--- src/rtl/hilo_muldiv.sv ---
// HI/LO register pair with a multi-cycle multiply / multiply-accumulate / restoring-divide engine.
// HI/LO are read through a plain mux; busy/op_ready let the pipeline stall while an op is in flight.
module hilo_muldiv #(
  parameter int DATA_W  = 32,
  parameter int MUL_LAT = 2
) (
  input  logic              clock,
  input  logic              reset,
  input  logic              op_valid,
  output logic              op_ready,
  input  logic [3:0]        op,
  input  logic [DATA_W-1:0] src_a,
  input  logic [DATA_W-1:0] src_b,
  input  logic              flush,
  input  logic              read_hi,
  output logic [DATA_W-1:0] hilo_data_out,
  output logic              busy,
  output logic              done
);

  localparam int CNT_W = $clog2(DATA_W + MUL_LAT + 1);

  localparam logic [3:0] OP_MTHI  = 4'd0;
  localparam logic [3:0] OP_MTLO  = 4'd1;
  localparam logic [3:0] OP_MULT  = 4'd2;
  localparam logic [3:0] OP_MULTU = 4'd3;
  localparam logic [3:0] OP_DIV   = 4'd4;
  localparam logic [3:0] OP_DIVU  = 4'd5;
  localparam logic [3:0] OP_MADD  = 4'd6;
  localparam logic [3:0] OP_MADDU = 4'd7;
  localparam logic [3:0] OP_MSUB  = 4'd8;
  localparam logic [3:0] OP_MSUBU = 4'd9;

  typedef enum logic [1:0] {S_IDLE, S_MUL, S_DIV} state_e;

  state_e              state_q, state_d;
  logic [CNT_W-1:0]    cnt_q, cnt_d;
  logic [DATA_W-1:0]   hi_q, hi_d, lo_q, lo_d;
  logic [DATA_W-1:0]   opa_q, opa_d, opb_q, opb_d, rem_q, rem_d;
  logic [3:0]          op_q, op_d;
  logic                qneg_q, qneg_d, rneg_q, rneg_d, done_q, done_d;

  logic                accept, is_mul_op, is_div_op, div_signed, mul_signed;
  logic [DATA_W-1:0]   mag_a, mag_b, quo_fix, rem_fix;
  logic [DATA_W:0]     rem_sh, rem_diff;
  logic [2*DATA_W-1:0] ext_a, ext_b, product, mul_res;

  assign op_ready      = (state_q == S_IDLE);
  assign busy          = ~op_ready;
  assign done          = done_q;
  assign hilo_data_out = read_hi ? hi_q : lo_q;

  assign accept     = op_valid & op_ready & ~flush;
  assign is_mul_op  = (op == OP_MULT) | (op == OP_MULTU) | (op == OP_MADD) | (op == OP_MADDU) |
                      (op == OP_MSUB) | (op == OP_MSUBU);
  assign is_div_op  = (op == OP_DIV) | (op == OP_DIVU);
  assign div_signed = (op == OP_DIV);
  assign mag_a      = (div_signed & src_a[DATA_W-1]) ? -src_a : src_a;
  assign mag_b      = (div_signed & src_b[DATA_W-1]) ? -src_b : src_b;

  // Multiply on latched operands; sign-extending to 2*DATA_W makes one unsigned multiplier serve both.
  assign mul_signed = (op_q == OP_MULT) | (op_q == OP_MADD) | (op_q == OP_MSUB);
  assign ext_a      = mul_signed ? {{DATA_W{opa_q[DATA_W-1]}}, opa_q} : {{DATA_W{1'b0}}, opa_q};
  assign ext_b      = mul_signed ? {{DATA_W{opb_q[DATA_W-1]}}, opb_q} : {{DATA_W{1'b0}}, opb_q};
  assign product    = ext_a * ext_b;

  always_comb begin
    mul_res = product;
    if ((op_q == OP_MADD) | (op_q == OP_MADDU)) mul_res = {hi_q, lo_q} + product;
    if ((op_q == OP_MSUB) | (op_q == OP_MSUBU)) mul_res = {hi_q, lo_q} - product;
  end

  // Restoring step: opa_q shifts the dividend out at the top and the quotient in at the bottom.
  assign rem_sh   = {rem_q, opa_q[DATA_W-1]};
  assign rem_diff = rem_sh - {1'b0, opb_q};
  assign quo_fix  = qneg_q ? -opa_q : opa_q;
  assign rem_fix  = rneg_q ? -rem_q : rem_q;

  always_comb begin
    // NOTE: every signal written here gets a default first, so no path leaves one unassigned (no latch).
    state_d = state_q;
    cnt_d   = cnt_q;
    hi_d    = hi_q;
    lo_d    = lo_q;
    opa_d   = opa_q;
    opb_d   = opb_q;
    rem_d   = rem_q;
    op_d    = op_q;
    qneg_d  = qneg_q;
    rneg_d  = rneg_q;
    done_d  = 1'b0;
    unique case (state_q)
      S_IDLE: begin
        if (accept) begin
          op_d = op;
          if (is_mul_op) begin
            state_d = S_MUL;
            opa_d   = src_a;
            opb_d   = src_b;
            cnt_d   = CNT_W'(MUL_LAT - 1);
          end else if (is_div_op) begin
            if (src_b == '0) begin
              done_d = 1'b1;
            end else begin
              state_d = S_DIV;
              opa_d   = mag_a;
              opb_d   = mag_b;
              rem_d   = '0;
              cnt_d   = '0;
              qneg_d  = div_signed & (src_a[DATA_W-1] ^ src_b[DATA_W-1]);
              rneg_d  = div_signed & src_a[DATA_W-1];
            end
          end else begin
            done_d = 1'b1;
            if (op == OP_MTHI) hi_d = src_a;
            if (op == OP_MTLO) lo_d = src_a;
          end
        end
      end
      S_MUL: begin
        if (flush) begin
          state_d = S_IDLE;
        end else if (cnt_q == '0) begin
          {hi_d, lo_d} = mul_res;
          done_d       = 1'b1;
          state_d      = S_IDLE;
        end else begin
          cnt_d = cnt_q - 1'b1;
        end
      end
      S_DIV: begin
        if (flush) begin
          state_d = S_IDLE;
        end else if (cnt_q == CNT_W'(DATA_W)) begin
          hi_d    = rem_fix;
          lo_d    = quo_fix;
          done_d  = 1'b1;
          state_d = S_IDLE;
        end else begin
          rem_d = rem_diff[DATA_W] ? rem_sh[DATA_W-1:0] : rem_diff[DATA_W-1:0];
          opa_d = {opa_q[DATA_W-2:0], ~rem_diff[DATA_W]};
          cnt_d = cnt_q + 1'b1;
        end
      end
      default: state_d = S_IDLE;
    endcase
  end

  // NOTE: sequential state uses non-blocking assignments only, so every register samples pre-edge values.
  always_ff @(posedge clock or posedge reset) begin
    if (reset) begin
      state_q <= S_IDLE;
      cnt_q   <= '0;
      hi_q    <= '0;
      lo_q    <= '0;
      opa_q   <= '0;
      opb_q   <= '0;
      rem_q   <= '0;
      op_q    <= '0;
      qneg_q  <= 1'b0;
      rneg_q  <= 1'b0;
      done_q  <= 1'b0;
    end else begin
      state_q <= state_d;
      cnt_q   <= cnt_d;
      hi_q    <= hi_d;
      lo_q    <= lo_d;
      opa_q   <= opa_d;
      opb_q   <= opb_d;
      rem_q   <= rem_d;
      op_q    <= op_d;
      qneg_q  <= qneg_d;
      rneg_q  <= rneg_d;
      done_q  <= done_d;
    end
  end

endmodule

--- config.mk ---
export PLATFORM = sky130hd
export DESIGN_NAME = hilo_muldiv
export DESIGN_NICKNAME = d
export VERILOG_FILES = /design/src/rtl/hilo_muldiv.sv
export SDC_FILE = /design/constraint.sdc
export NUM_CORES = 2
export LEC_CHECK = 0
export BUFFER_PORTS_ARGS = -buffer_cell sky130_fd_sc_hd__buf_2
export CAP_MARGIN = 25
export CORE_AREA = 2 2 279 391
export CTS_CLUSTER_DIAMETER = 120
export DETAILED_ROUTE_END_ITERATION = 12
export DIE_AREA = 0 0 281 393
export PLACE_DENSITY = 0.81
export SLEW_MARGIN = 20
export SYNTH_ARGS = -nofsm -noshare
export SYNTH_HDL_FRONTEND = slang
export SYNTH_SLANG_ARGS = --single-unit
--- constraint.sdc ---
create_clock -name clock -period 13.6 [get_ports clock]
set_input_delay 1.36 -clock clock [delete_from_list [all_inputs] [get_ports clock]]
set_output_delay 1.36 -clock clock [all_outputs]
set_load 0.1 [all_outputs]
Word-level counts from Yosys, hierarchy flattened
Cells that the tools add are included.
{"block": "word_totals", "regBits": 175, "in_bits": 73, "out_inout_bits": 35, "word_cells": 165}
{"block": "classes", "add_sub_neg": 9, "mul": 1, "n_eq_ne": 35, "muxes": 72, "bitwise": 21, "reduce_logical": 16}
{"op": "$mux 32", "n": 37}
{"op": "$mux 64", "n": 4}
{"op": "$pmux 32 s3", "n": 2}
{"op": "$neg 32->32", "n": 4}
{"op": "$pmux 32 s2", "n": 2}
{"op": "$add 64x64->64", "n": 1}
{"op": "$mul 64x64->64", "n": 1}
{"op": "$sub 64x64->64", "n": 1}
{"op": "$mux 6", "n": 8}
{"op": "$sub 33x32->33", "n": 1}
{"op": "$logic_not 32->1", "n": 1}
{"op": "$eq 4x3->1 const B", "n": 6}
{"op": "$ne 2x2->1 const B", "n": 10}
{"op": "$pmux 6 s3", "n": 1}
{"op": "$reduce_and 9->1", "n": 2}
{"op": "$eq 4x4->1 const B", "n": 4}
{"op": "$mux 2", "n": 8}
{"op": "$eq 4x2->1 const B", "n": 3}
{"op": "$or 1x1->1", "n": 10}
{"op": "$reduce_and 5->1", "n": 2}
{"op": "$ne 3x3->1 const B", "n": 3}
{"op": "$mux 1", "n": 8}
{"op": "$ne 2x1->1 const B", "n": 4}
{"op": "$reduce_and 8->1", "n": 1}
{"op": "21 further kinds", "n": 30}

Longest topological paths before layout
{"block": "depth", "ltp_word": 11, "mapped_depth": 50, "depth_no_buf": 47}

Worst setup path before layout
OpenSTA, ideal clock, no wires.
{"block": "synth_timing", "path_type": "register to register", "from": "register op_q[1]", "to": "register hi_q[27]", "setup_ps": 64, "arrival_ps": 11791, "t_required_ps": 13536, "path_slack_ps": 1745, "stages_incl_launch_ff": 43, "n_path_buf": 2, "synth_period_minus_slack_ps": 11855, "path_cell_list": "dfrtp_1 > nor3b_2 > nor2_1 > nor3_1 > clkbuf_1 > nand2_1 > fa_1 > inv_1 > fa_1 > fa_1 > inv_1 > fa_1 > fa_1 > inv_1 > fa_1 > fa_1 > fa_1 > fa_1 > [7 not listed] > o21ai_0 > o41ai_1 > or3_1 > a211oi_1 > o21bai_1 > xnor2_1 > inv_1 > ha_1 > clkbuf_1 > nor2_1 > a21o_1 > a211oi_1 > o31ai_1 > a21o_1 > a221oi_1 > o221ai_1 > a311oi_1 > a21o_1"}
{"block": "synth_between", "elab_chain_cells": 11, "elab_cells_between_ends": 19, "classes_between": "add/sub: 2; mul: 1; eq/ne: 5; mux: 7; bitwise: 4"}
{"item": "from (decl)", "line_no": "40", "rtl": "logic [3:0] op_q, op_d;"}
{"item": "from (signal assigned)", "line_no": "171", "rtl": "op_q <= op_d;"}
{"item": "$eq 4x2->1 or $eq 4x3->1 (tied branches)", "line_no": "62, 69"}
{"item": "$or 1x1->1 (2 in series)", "line_no": "62", "rtl": "assign mul_signed = (op_q == OP_MULT) | (op_q == OP_MADD) | (op_q == OP_MSUB);"}
{"item": "$mux 64, on equally long branches", "line_no": "63, 64"}
{"item": "$mul 64x64->64", "line_no": "65", "rtl": "assign product = ext_a * ext_b;"}
{"item": "$add 64x64->64", "line_no": "69", "rtl": "if ((op_q == OP_MADD) | (op_q == OP_MADDU)) mul_res = {hi_q, lo_q} + product;"}
{"item": "$mux 64", "line_no": "69"}
{"item": "$mux 64 (*)", "line_no": "70", "rtl": "if ((op_q == OP_MSUB) | (op_q == OP_MSUBU)) mul_res = {hi_q, lo_q} - product;"}
{"item": "$mux 32 (*)", "line_no": "123", "rtl": "end else if (cnt_q == '0) begin"}
{"item": "$mux 32 (*)", "line_no": "121", "rtl": "if (flush) begin"}
{"item": "$pmux 32 s3 (*)", "line_no": "92", "rtl": "unique case (state_q)"}
{"item": "to (signal assigned)", "line_no": "166", "rtl": "hi_q <= hi_d;"}
{"item": "to (decl)", "line_no": "38", "rtl": "logic [DATA_W-1:0] hi_q, hi_d, lo_q, lo_d;"}
Every way passes the cells marked *; elsewhere a longest branch is shown, timed or not. The select of a mux whose other input is x is not followed.
A chain may end at the register's enable or synchronous reset.

Worst setup path after layout
{"block": "layout_timing", "from": "register opa_q[17]", "to": "register hi_q[25]"}
{"block": "layout_between", "elab_chain_cells": 8, "elab_cells_between_ends": 9, "classes_between": "add/sub: 2; mul: 1; mux: 6"}
{"item": "from (decl)", "line_no": "39", "rtl": "logic [DATA_W-1:0] opa_q, opa_d, opb_q, opb_d, rem_q, rem_d;"}
{"item": "from (signal assigned)", "line_no": "168", "rtl": "opa_q <= opa_d;"}
{"item": "$mux 64 (*)", "line_no": "63", "rtl": "assign ext_a = mul_signed ? {{DATA_W{opa_q[DATA_W-1]}}, opa_q} : {{DATA_W{1'b0}}, opa_q};"}
{"item": "$mul 64x64->64 (*)", "line_no": "65"}
{"item": "$add 64x64->64", "line_no": "69"}
{"item": "$mux 64", "line_no": "69"}
{"item": "$mux 64 (*)", "line_no": "70"}
{"item": "$mux 32 (*)", "line_no": "123"}
{"item": "$mux 32 (*)", "line_no": "121"}
{"item": "$pmux 32 s3 (*)", "line_no": "92"}
Marks and branches as above.

==> metrics.md <==
| Metric | Value |
|---|---|
| Crit path kind | `reg2reg` |
| Ys Warns | `0` |
| Slowest Stage Delay on Critical Path | `1.07 ns` |
| Core footprint | `roughly 110,000 um2` |
| Largest net degree at the start of global routing | `127` |
| Initial core utilization | `0.645` |
| DR pass1 iterations | `9` |
| Initial antenna violation count | `15` |
| Global-route wire length before repair | `404,000 um` |
| Max Slew Vio Count | `0` |
| Synth Area in XOR/XNOR | `0.0376` |
| CP max FO | `15` |
| Max Cap Viol | `0` |
| Final hold vios | `0` |
| Total Negative Setup Slacks | `0 ns` |
| HPWL Detailed | `around 220,000 um` |
| Synth Flop Type | `dfrtp_1` |
| Share of cells above drive strength 1 | `0.0576` |
| CP required | `approximately 14 ns` |
| Post-Layout Cell Count | `approximately 9,500` |
| Post-synthesis compound-gate area fraction | `0.124` |
| Post-synthesis adder-cell area fraction | `0.501` |
| CTS root buffer | `clkbuf_16` |
| RSZ-0062 raised after global routing | `no` |
| Post-Syn Area per Cell | `8.50 um2` |
| Cell mode on critical path | `fa_1` |
| WHS Endpoint | `cnt_q[2]` |
| DR WL/cell | `28.5 um` |
| Hold Crit Class | `reg2reg` |
| Placed cell count | `9,409` |
| Die W | `281 um` |
| Row count | `142` |
| Fmax achieved | `76.0 MHz` |
| Post-CTS repair timing setup buffer count | `0` |
| Layout area overhead | `4.23%` |
| Main combinational cell family by area after synthesis | `adder cells` |
| Global-route usage over all layers | `0.506` |
| EDFF count, synth | `0` |
| Post-Synthesis Net Count | `10,100` |
| Post-synth cell types | `100` |
| CTS max path bufs | `2` |
| Max_slew headroom | `0.184` |
| Mux contribution to synthesized area | `0.0105` |
| Routed Antenna Nets | `0` |
| FF+latch count, synth | `175` |
| DR iter-0 viols | `about 6,200` |
| Vias in the first global route | `approximately 66,000` |
| Final Hold Slack | `~0.54 ns` |
| Final Net Count | `9,968` |
| Asr flop ratio synth | `1.00` |
| Reg2reg setup slack | `0.45 ns` |
| Die H | `393 um` |
| CP Launch Type | `flip-flop` |
| Period utilization | `0.967` |
| Critical path capture point type | `flip-flop` |
| Clock sinks | `about 180` |
| Final Critical Period | `13.15 ns` |
| CTS tree | `yes` |
| Sequential fraction of the synthesis area | `0.0636` |
| R2r startpoint | `opa_q[17]` |
| Clock latency on the worst-skew pair | `0.52 ns` |
| CTS Buf Count | `17` |
| Die ar. | `110,000 um2` |
| DR vias/cell | `6.44` |
| Clk pin slew, worst setup/hold paths | `0.09 ns` |
| Via count | `approximately 61,000` |
| Outcome | `finished clean` |
| R2r endpoint | `hi_q[25]` |
| Ports | `108` |
| Synth Area in Simple Gates | `0.140` |
| Final wirelength | `270,000 um` |
| Critical Path AT | `13.60 ns` |
| CP max stage cell | `dfrtp_1` |
| Final setup fails | `0` |
| HP Start | `cnt_q[2]` |
| Reg2reg path depth | `37` |
| Residual DRC | `0` |
| Worst Hold Depth | `2` |
| Worst Skew | `0.0209 ns` |
| Port Buffer Count | `107` |
| Worst Tran Pin Value | `1.21 ns` |
| GR Overflow Total | `0` |
| Mapped cell area | `68,900 um2` |
| Routability Congestion | `1.10` |
| H-tree levels | `4` |
| Post-Synthesis Cells | `roughly 8,100` |
-- logic make-up after synthesis --
family,after synthesis
muxes,68
AOI/OAI and AO/OA,1314
DFF,175
buffers and inverters,2245
and+or+nand+nor,2108
adders and majority gates,1907
xor gates and xnor gates,293
-- final cells by class --
| type | count | area, um2 |
|---|---|---|
| Inverter | 1807 | 6800 |
| Multi-Input combinational cell | 5690 | 56200 |
| Timing Repair Buffer | 301 | 2050 |
| Fill cell | 8504 | 35000 |
| Sequential cell | 175 | 4390 |
| Tap cell | 1440 | 1800 |
| Antenna cell | 15 | 37.5 |
| Clock inverter | 15 | 135 |
| Clock buffer | 17 | 425 |
-- cells in the mapped netlist (all sizes together) (31+ instances only) --
library cell  instances  area share
inv                1803       0.098
fa                 1426        0.41
nand2              1074       0.059
ha                  477       0.087
clkbuf              370       0.020
a21oi               363       0.026
nor2                341       0.019
and2                313       0.028
o21ai               310       0.023
xnor2               190       0.024
dfrtp               175       0.064
a21o                119       0.013
xor2                102       0.013
buf                  68      0.0042
nor3                 62      0.0046
o31ai                59      0.0068
nand3                53      0.0038
a31oi                47      0.0046
o21bai               46      0.0050
o221ai               43      0.0055
nor2b                42      0.0038
or3                  42      0.0040
a211oi               38      0.0041
nand4                37      0.0034
o22ai                37      0.0034
a221oi               35      0.0045
mux2                 34      0.0056
mux2i                34      0.0049
nand2b               31      0.0029
o211ai               31      0.0034
-- through the flow --
stage / util / worst slack (ns) / cell area (um2)
2_1_floorplan: - / 1.74 / 68900
3_3_place_gp: 0.666 / 0.903 / 71100
3_5_place_dp: 0.666 / 0.751 / 71200
4_1_cts: 0.672 / 0.709 / 71700
5_1_grt: 0.672 / 0.0331 / 71800
6_report: 0.673 / 0.449 / 71800
-- how the worst max path moves through the flow --
stage	startpoint	endpoint	cells past startpoint
after global placement	op_q[1]	hi_q[25]	40
after detailed placement	op_q[1]	hi_q[20]	40
after CTS	op_q[1]	hi_q[20]	40
after floorplan	op_q[1]	hi_q[27]	42
after global routing	op_q[1]	hi_q[27]	45
final	opa_q[17]	hi_q[25]	37
-- worst max-delay path: cells and delay by family, from the launching register on --
family	cells	cell delay (ns)
fa+ha+maj	12	5.48
compound gates	7	2.71
simple gates	6	2.01
buf+inv	10	1.19
flops	1	1.07
xor+xnor	2	0.58
-- metal layers --
| layer | vias up | global-route usage | routed length (um) |
|---|---|---|---|
| li1 | 24900 | - | - |
| met1 | 29900 | 0.520 | 80700 |
| met2 | 4320 | 0.809 | 124000 |
| met3 | 1772 | 0.133 | 28000 |
| met4 | 8 | 0.541 | 37100 |
| met5 | - | 0 | 49 |
-- what timing repair did --
item,4_1_cts,5_1_grt
gates resized for setup,0,3
hold buffers,0,0
endpoints found under the setup margin,0,4
-- placed cells by master (no fill, tap or decap), types with 37 or more instances in the layout --
cell / netlist / routed
a211oi_1: 38 / 38
a21o_1: 119 / 118
a21oi_1: 362 / 361
a31oi_1: 45 / 45
and2_1: 312 / 311
buf_2: 22 / 108
buf_4: 1 / 183
dfrtp_1: 175 / 167
fa_1: 1426 / 1426
ha_1: 477 / 475
inv_1: 1802 / 1801
nand2_1: 1074 / 1072
nand3_1: 53 / 53
nand4_1: 37 / 37
nor2_1: 341 / 340
nor2b_1: 42 / 41
nor3_1: 60 / 56
o21ai_0: 303 / 302
o21bai_1: 46 / 46
o221ai_1: 43 / 43
o22ai_1: 37 / 37
o31ai_1: 56 / 56
or3_1: 39 / 39
xnor2_1: 189 / 187
xor2_1: 102 / 102
-- state kept, by name, summed over array words and instances (netlist names) --
register	flops
hi_q	32
lo_q	32
opb_q	32
rem_q	32
opa_q	32
state_q	2
qneg_q	1
op_q	4
cnt_q	6
done	1
rneg_q	1
Power is not shown: default switching activity piles up to over one toggle a cycle in this logic, so the estimate is an artifact.
